## config.mk

```make
export PLATFORM = sky130hd
export DESIGN_NAME = matmul_ctrl
export DESIGN_NICKNAME = d
export VERILOG_FILES = /design/src/rtl/matmul_ctrl.sv
export SDC_FILE = /design/constraint.sdc
export NUM_CORES = 1
export LEC_CHECK = 0
export ABC_AREA = 0
export BUFFER_PORTS_ARGS = -buffer_cell sky130_fd_sc_hd__buf_4
export CAP_MARGIN = 0
export CORE_UTILIZATION = 50
export CTS_CLUSTER_SIZE = 20
export DETAILED_ROUTE_END_ITERATION = 7
export GPL_TIMING_DRIVEN = 0
export PLACE_DENSITY_LB_ADDON = 0.25
export SETUP_SLACK_MARGIN = 0.2
export SLEW_MARGIN = 40
export SYNTH_ARGS = -nofsm -noshare
export SYNTH_HDL_FRONTEND = slang
export SYNTH_SLANG_ARGS = --single-unit
```

## constraint.sdc

```tcl
create_clock -name clock -period 23 [get_ports clock]
set_clock_uncertainty 0.1 [all_clocks]
set_input_delay 1.15 -clock clock [delete_from_list [all_inputs] [get_ports clock]]
set_output_delay 1.15 -clock clock [all_outputs]
set_load 0.005 [all_outputs]
```

## src/rtl/matmul_ctrl.sv

```systemverilog
// Sequencing controller for an N x N matrix multiply: walks X/Y BRAMs, feeds one MAC lane, writes Z.
// Optional macro MATMUL_CTRL_MULT_PIPE_EN adds a register between the multiplier and the accumulator.
module matmul_ctrl #(
  parameter int DATA_WIDTH  = 32,
  parameter int ADDR_WIDTH  = 6,
  parameter int VECTOR_SIZE = 8
) (
  input  logic                  clock,
  input  logic                  reset,
  input  logic                  start,
  output logic                  done,
  output logic [ADDR_WIDTH-1:0] x_rd_addr,
  input  logic [DATA_WIDTH-1:0] x_dout,
  output logic [ADDR_WIDTH-1:0] y_rd_addr,
  input  logic [DATA_WIDTH-1:0] y_dout,
  output logic [ADDR_WIDTH-1:0] z_wr_addr,
  output logic                  z_wr_en,
  output logic [DATA_WIDTH-1:0] z_din
);

  localparam int N  = VECTOR_SIZE;
  localparam int IW = (N > 1) ? $clog2(N) : 1;
  localparam logic [IW-1:0] LAST_IDX = IW'(N - 1);

  localparam logic [1:0] S_IDLE  = 2'd0;
  localparam logic [1:0] S_RUN   = 2'd1;
  localparam logic [1:0] S_DRAIN = 2'd2;
  localparam logic [1:0] S_DONE  = 2'd3;

  logic [1:0]            r_state;
  logic                  r_done;
  logic [IW-1:0]         r_i, r_j, r_k;
  logic [ADDR_WIDTH-1:0] r_x_rd_addr, r_y_rd_addr;

  // Issue stage: tags travel alongside the BRAM addresses.
  logic                  r_iss_vld, r_iss_first, r_iss_last, r_iss_final;
  logic [ADDR_WIDTH-1:0] r_iss_zaddr;
  // Data stage: BRAM outputs belong to these tags.
  logic                  r_d_vld, r_d_first, r_d_last, r_d_final;
  logic [ADDR_WIDTH-1:0] r_d_zaddr;

  logic [DATA_WIDTH-1:0] r_acc;
  logic                  r_z_wr_en, r_z_final;
  logic [ADDR_WIDTH-1:0] r_z_wr_addr;
  logic [DATA_WIDTH-1:0] r_z_din;

  logic                  w_accept, w_issue;
  logic [IW-1:0]         w_i, w_j, w_k;
  logic [IW-1:0]         w_i_nxt, w_j_nxt, w_k_nxt;
  logic                  w_i_last, w_j_last, w_k_last, w_term_final;
  logic [ADDR_WIDTH-1:0] w_x_addr, w_y_addr, w_z_addr;
  logic [DATA_WIDTH-1:0] w_p, w_sum;

  logic                  w_a_vld, w_a_first, w_a_last, w_a_final;
  logic [ADDR_WIDTH-1:0] w_a_zaddr;
  logic [DATA_WIDTH-1:0] w_a_p;

  // NOTE: every always_comb output gets a default first so no path leaves it unassigned (no latch).
  always_comb begin
    w_accept = start && ((r_state == S_IDLE) || (r_state == S_DONE));
    w_issue  = w_accept || (r_state == S_RUN);
    w_i      = w_accept ? '0 : r_i;
    w_j      = w_accept ? '0 : r_j;
    w_k      = w_accept ? '0 : r_k;

    w_i_last     = (w_i == LAST_IDX);
    w_j_last     = (w_j == LAST_IDX);
    w_k_last     = (w_k == LAST_IDX);
    w_term_final = w_i_last && w_j_last && w_k_last;

    w_k_nxt = w_k_last ? '0 : w_k + 1'b1;
    w_j_nxt = w_k_last ? (w_j_last ? '0 : w_j + 1'b1) : w_j;
    w_i_nxt = (w_k_last && w_j_last) ? (w_i_last ? '0 : w_i + 1'b1) : w_i;

    w_x_addr = ADDR_WIDTH'(w_i) * ADDR_WIDTH'(N) + ADDR_WIDTH'(w_k);
    w_y_addr = ADDR_WIDTH'(w_k) * ADDR_WIDTH'(N) + ADDR_WIDTH'(w_j);
    w_z_addr = ADDR_WIDTH'(w_i) * ADDR_WIDTH'(N) + ADDR_WIDTH'(w_j);
  end

  // Product is taken modulo 2**DATA_WIDTH by the assignment width.
  assign w_p = x_dout * y_dout;

`ifdef MATMUL_CTRL_MULT_PIPE_EN
  logic                  r_m_vld, r_m_first, r_m_last, r_m_final;
  logic [ADDR_WIDTH-1:0] r_m_zaddr;
  logic [DATA_WIDTH-1:0] r_m_p;

  always_ff @(posedge clock) begin
    if (reset) begin
      r_m_vld   <= 1'b0;
      r_m_first <= 1'b0;
      r_m_last  <= 1'b0;
      r_m_final <= 1'b0;
      r_m_zaddr <= '0;
      r_m_p     <= '0;
    end else begin
      r_m_vld   <= r_d_vld;
      r_m_first <= r_d_first;
      r_m_last  <= r_d_last;
      r_m_final <= r_d_final;
      r_m_zaddr <= r_d_zaddr;
      r_m_p     <= w_p;
    end
  end

  assign w_a_vld   = r_m_vld;
  assign w_a_first = r_m_first;
  assign w_a_last  = r_m_last;
  assign w_a_final = r_m_final;
  assign w_a_zaddr = r_m_zaddr;
  assign w_a_p     = r_m_p;
`else
  assign w_a_vld   = r_d_vld;
  assign w_a_first = r_d_first;
  assign w_a_last  = r_d_last;
  assign w_a_final = r_d_final;
  assign w_a_zaddr = r_d_zaddr;
  assign w_a_p     = w_p;
`endif

  assign w_sum = r_acc + w_a_p;

  // NOTE: sequential state uses non-blocking assignments so every register samples pre-edge values.
  always_ff @(posedge clock) begin
    if (reset) begin
      r_state     <= S_IDLE;
      r_done      <= 1'b0;
      r_i         <= '0;
      r_j         <= '0;
      r_k         <= '0;
      r_x_rd_addr <= '0;
      r_y_rd_addr <= '0;
      r_iss_vld   <= 1'b0;
      r_iss_first <= 1'b0;
      r_iss_last  <= 1'b0;
      r_iss_final <= 1'b0;
      r_iss_zaddr <= '0;
      r_d_vld     <= 1'b0;
      r_d_first   <= 1'b0;
      r_d_last    <= 1'b0;
      r_d_final   <= 1'b0;
      r_d_zaddr   <= '0;
      r_acc       <= '0;
      r_z_wr_en   <= 1'b0;
      r_z_final   <= 1'b0;
      r_z_wr_addr <= '0;
      r_z_din     <= '0;
    end else begin
      case (r_state)
        S_IDLE, S_DONE: begin
          if (start) begin
            r_state <= w_term_final ? S_DRAIN : S_RUN;
            r_done  <= 1'b0;
          end
        end
        S_RUN: begin
          if (w_term_final) r_state <= S_DRAIN;
        end
        S_DRAIN: begin
          if (r_z_wr_en && r_z_final) begin
            r_state <= S_DONE;
            r_done  <= 1'b1;
          end
        end
        default: r_state <= S_IDLE;
      endcase

      if (w_issue) begin
        r_i         <= w_i_nxt;
        r_j         <= w_j_nxt;
        r_k         <= w_k_nxt;
        r_x_rd_addr <= w_x_addr;
        r_y_rd_addr <= w_y_addr;
        r_iss_zaddr <= w_z_addr;
      end
      r_iss_vld   <= w_issue;
      r_iss_first <= w_issue && (w_k == '0);
      r_iss_last  <= w_issue && w_k_last;
      r_iss_final <= w_issue && w_term_final;

      r_d_vld   <= r_iss_vld;
      r_d_first <= r_iss_first;
      r_d_last  <= r_iss_last;
      r_d_final <= r_iss_final;
      r_d_zaddr <= r_iss_zaddr;

      if (w_a_vld) r_acc <= w_a_first ? w_a_p : w_sum;
      r_z_wr_en <= w_a_vld && w_a_last;
      r_z_final <= w_a_vld && w_a_last && w_a_final;
      if (w_a_vld && w_a_last) begin
        r_z_din     <= w_a_first ? w_a_p : w_sum;
        r_z_wr_addr <= w_a_zaddr;
      end
    end
  end

  assign done      = r_done;
  assign x_rd_addr = r_x_rd_addr;
  assign y_rd_addr = r_y_rd_addr;
  assign z_wr_addr = r_z_wr_addr;
  assign z_wr_en   = r_z_wr_en;
  assign z_din     = r_z_din;

endmodule

```

# Word level (Yosys, flattened, before mapping)
# Index checks and enable logic that the tools add are counted.
[op_classes]
n_addsub = 7
n_reduce_logical = 18
order_cmp = 0
n_shift = 0
multipliers = 1
n_eq_ne = 9
bitwise_logic = 0
div = 0
n_mux = 17
[op_table]
columns = ["cell", "n"]
rows = [
  ["$add 32x32->32", 1],
  ["$mul 32x32->32", 1],
  ["$mux 32", 1],
  ["$mux 3", 8],
  ["$add 6x3->6", 3],
  ["$logic_and 1x1->1", 10],
  ["$add 3x1->3 const B", 3],
  ["$eq 3x3->1 const B", 3],
  ["$mux 2", 4],
  ["$ne 2x2->1 const B", 3],
  ["$pmux 2 s3", 1],
  ["$reduce_and 3->1", 2],
  ["$eq 2x2->1 const B", 2],
  ["$logic_not 3->1", 1],
  ["$eq 2x1->1 const B", 1],
  ["$logic_not 2->1", 1],
  ["$logic_or 1x1->1", 2],
  ["$mux 1", 2],
  ["$pmux 1 s2", 1],
  ["$reduce_bool 2->1", 1],
  ["$reduce_or 2->1", 1],
]
[totals]
rom_bits = 0
word_cells = 74
mem_bits_rw = 0
n_memories = 0
latch_bits = 0
out_inout_bits = 52
register_bits = 116
input_bits = 67

# Longest topological paths before layout
[depth]
word_depth = 10
mapped_depth = 35
depth_no_buf = 33

# Least setup slack after synthesis
# No wires, ideal clock.
[synth_timing]
kind = "input -> register"
startpoint = "input port x_dout[13]"
endpoint = "register r_acc[31]"
setup_slack_ns = 13.794
setup_ns = 0.086
required_ns = 22.814
t_arrival_ns = 9.021
path_stages = 30
path_buffers = 2
cell_sequence = "clkbuf_1 clkbuf_1 and2_1 fa_1 fa_1 fa_1 inv_1 fa_1 inv_1 fa_1 fa_1 fa_1 fa_1 ha_1 a21o_1 a21oi_1 o21bai_1 a41o_1 a31oi_1 xnor2_1 ha_1 a21o_1 a21o_1 a21oi_1 o21ai_0 or3_1 o21ai_1 mux2i_1 xnor3_1 a211oi_1"
[synth_between]
elab_chain_cells = 3
[synth_rtl]
columns = ["item", "line", "text"]
rows = [
  ["start, declared", "13", "input logic [DATA_WIDTH-1:0] x_dout,"],
  ["$mul 32x32->32 (*)", "81", "assign w_p = x_dout * y_dout;"],
  ["$add 32x32->32", "121", "assign w_sum = r_acc + w_a_p;"],
  ["$mux 32 (*)", "187", "if (w_a_vld) r_acc <= w_a_first ? w_a_p : w_sum;"],
  ["end signal, assigned", "187", ""],
  ["end, declared", "42", "logic [DATA_WIDTH-1:0] r_acc;"],
]
# Every way passes the cells marked *; elsewhere a longest branch is shown, timed or not.
# A chain may end at the register's enable or synchronous reset.

# Worst setup path after layout
[layout_timing]
startpoint = "input port x_dout[2]"
endpoint = "register r_acc[31]"
# Same word-level chain as after synthesis.

==> flow_summary.json <==
{
  "hpwl_um": 55400,
  "later_pin_clock_latency_in_the_skew_report_ns": 0.37,
  "max-cap-violations": 0,
  "routed-via-count": 17100,
  "port_buffers": 110,
  "path_common_cell": "fa_1",
  "synthMostInstantiatedCell": "inv_1",
  "synth_top_cells_by_count": "inv_1, fa_1, nand2_1",
  "final_core_utilization_pct": 55.2,
  "max_clock_freq_mhz": 93.0,
  "kind_of_end_point_of_the_critical_path": "flip-flop",
  "postSynthCellCount": 2430,
  "root_buffer": "clkbuf_16",
  "critical_path.startpoint_type": "input port",
  "synth_area_leader_cell": "fa_1",
  "synth.lib_cells_used.distinct": 66,
  "die_w_um": 209,
  "core_sq_um": 42000,
  "globalRouteOverflowTotal": 0,
  "floorplan.initialDensity_pct": 50.8,
  "nNetsFinal": 3193,
  "worst-endpoint-arrival_ns": 10.93,
  "post_cts_buffers": 0,
  "clock_input_transition_at_the_sequential_cells_of_the_worst_setup_and_hold_paths_ns": 0.07,
  "path_delay_family": "adder cells",
  "route.detailed.vias_per_inst": 5.54,
  "area_growth_syn_to_layout_pct": 8.60,
  "route.final.wire_length_um": 66200,
  "clock-sinks": 107,
  "row_count": 75,
  "grt_util_all_layers_pct": 31.5,
  "drtPass1Iterations": 5,
  "worst-path-buf-inv": 6,
  "ant_nets": 0,
  "cts-htree-levels": 3,
  "synth_top_area_share_pct": 38.3,
  "post-route-period-util_pct": 46.8,
  "first_global_vias": 17800,
  "synth_area_leaders": "fa_1, dfxtp_1, ha_1",
  "placedCellCount": 3080,
  "dominantRegCellSynth": "dfxtp_1",
  "worstPathMaxFanout": 10,
  "drtIter0Drc": 1189,
  "setup_viol": 0,
  "critPathMaxStageDelay_ns": 0.77,
  "worst_ep_required_time_ns": 23.17,
  "cts_buffer_depth": 2,
  "syn_avg_cell_area_sq_um": 8.79,
  "antenna_found_initial": 4,
  "postCtsHoldBufs": 0,
  "timing_max_transition_violations_final": 0,
  "num_cts_buffers": 9,
  "die_ar_sq_um": 43600,
  "fin_tns_setup_ns": 0,
  "grt_start_max_net_pins": 18,
  "synth.ff_latch_count": 107,
  "mappedNetlistNets": 3071,
  "final_layout_size_suffix_gt1_share_pct": 6.06,
  "setup.worst_path.class": "in -> reg",
  "synth_enable_flop_cells": 0,
  "post_layout_nonfiller_instances": 3096,
  "globalplace.congestion": 0.974,
  "layout.filler_cells": 3902,
  "die_height_um": 209,
  "yosys_warnings": 0,
  "postSynth.asyncResetShare_pct": 0,
  "worstMarginPinSlew_ns": 0.931,
  "syn_area_sq_um": 21400,
  "status": "finished clean",
  "min-delay-path-class": "reg -> reg",
  "layout_min_cycle_time_ns": 10.76,
  "route.detailed.drc": 0,
  "routedWlPerCell_um": 21.4,
  "cts_tree": "yes",
  "top_level_ports": 119,
  "slew_headroom_pct": 37.9,
  "rsz_0062_raised_after_global_routing": "no",
  "ctsResizeCount": 0,
  "synth.yosys.seq_area_share_pct": 10.0,
  "hold_viol": 0,
  "grt_first_pass_wirelength_um": 103000,
  "slowest_stage_cell_on_the_critical_path": "clkbuf_1"
}
routing by layer:
metal / vias to the layer above / share of wire, % / global-route usage, %
met2: 688 / 46 / 50.0
met3: 124 / 9.8 / 8.96
met5: - / 0.018 / 0
met1: 8643 / 41 / 41.3
li1: 7680 / - / -
met4: 2 / 3.7 / 10.9
flip-flops by register name, summed over array words and instances, names as in the netlist, 2 cells and up:
name and count:
r_acc 32, z_wr_addr 6, r_d_zaddr 6, r_k 3
z_din 32, r_i 3, y_rd_addr 3, r_state 2
x_rd_addr 6, r_j 3
per-stage QoR:
| stage | instance area [sq um] | setup slack (ns) | hold slack, ns |
|---|---|---|---|
| finish | 23200 | 12.24 | 0.326 |
| global route | 23200 | 11.90 | 0.338 |
| CTS | 23200 | 12.52 | 0.331 |
| detailed placement | 22900 | 12.18 | 0.315 |
| global placement | 22900 | 12.00 | 0.315 |
| floorplan | 21400 | 13.79 | 0.306 |
logic make-up (layout without fill, tap and decap cells):
kind of cell	after synthesis	count (layout)	share of synthesized area [%]
AO/OA/AOI/OAI	262	262	8.27
XOR/XNOR	107	107	4.52
adder cells (fa/ha/maj)	574	574	48.0
buffers and inverters	544	670	9.64
flip-flops	107	107	10.0
multiplexers	25	25	1.18
other	0	1	0
AND/OR/NAND/NOR	811	811	18.4
placed cells by master (no fill, tap or decap), types with 4 or more instances in the layout:
master and n:
a211oi_1 60, a21o_1 21, a21oi_1 59, a22oi_1 4
a311oi_1 5, a31oi_1 11, a32oi_1 6, and2_1 288
and3_1 6, buf_2 5, buf_4 113, clkbuf_1 110
clkbuf_16 9, clkbuf_2 5, dfxtp_1 107, fa_1 409
ha_1 165, inv_1 418, mux2i_1 24, nand2_1 319
nand2b_1 7, nand3_1 8, nand4_1 5, nor2_1 134
nor2b_1 13, nor3_1 19, o211ai_1 5, o21a_1 12
o21ai_0 41, o21ai_1 7, xnor2_1 83, xor2_1 21
path summary, 6_finish.rpt:
check	slack [ns]	start	to	cells past startpoint
max	12.24	x_dout[2]	r_acc[31]	33
min	0.33	r_d_final	r_z_final	1
max reg2reg	19.52	r_acc[0]	r_acc[26]	11
min reg2reg	0.33	r_d_final	r_z_final	1
cell type report:
class	instances	area (sq um)	share of cell area [%]
Clock buffer	10	229	0.987
Inverter	419	1570	6.78
Multi-Input combinational cell	1779	17200	74.0
Sequential cell	107	2140	9.23
Tap cell	539	674	2.91
Buffer	125	493	2.12
Timing Repair Buffer	111	837	3.61
Clock inverter	5	87.6	0.377
Antenna cell	1	2.50	0.0108
Power is not shown: default switching activity piles up to over one toggle a cycle in this logic, so the estimate is an artifact.
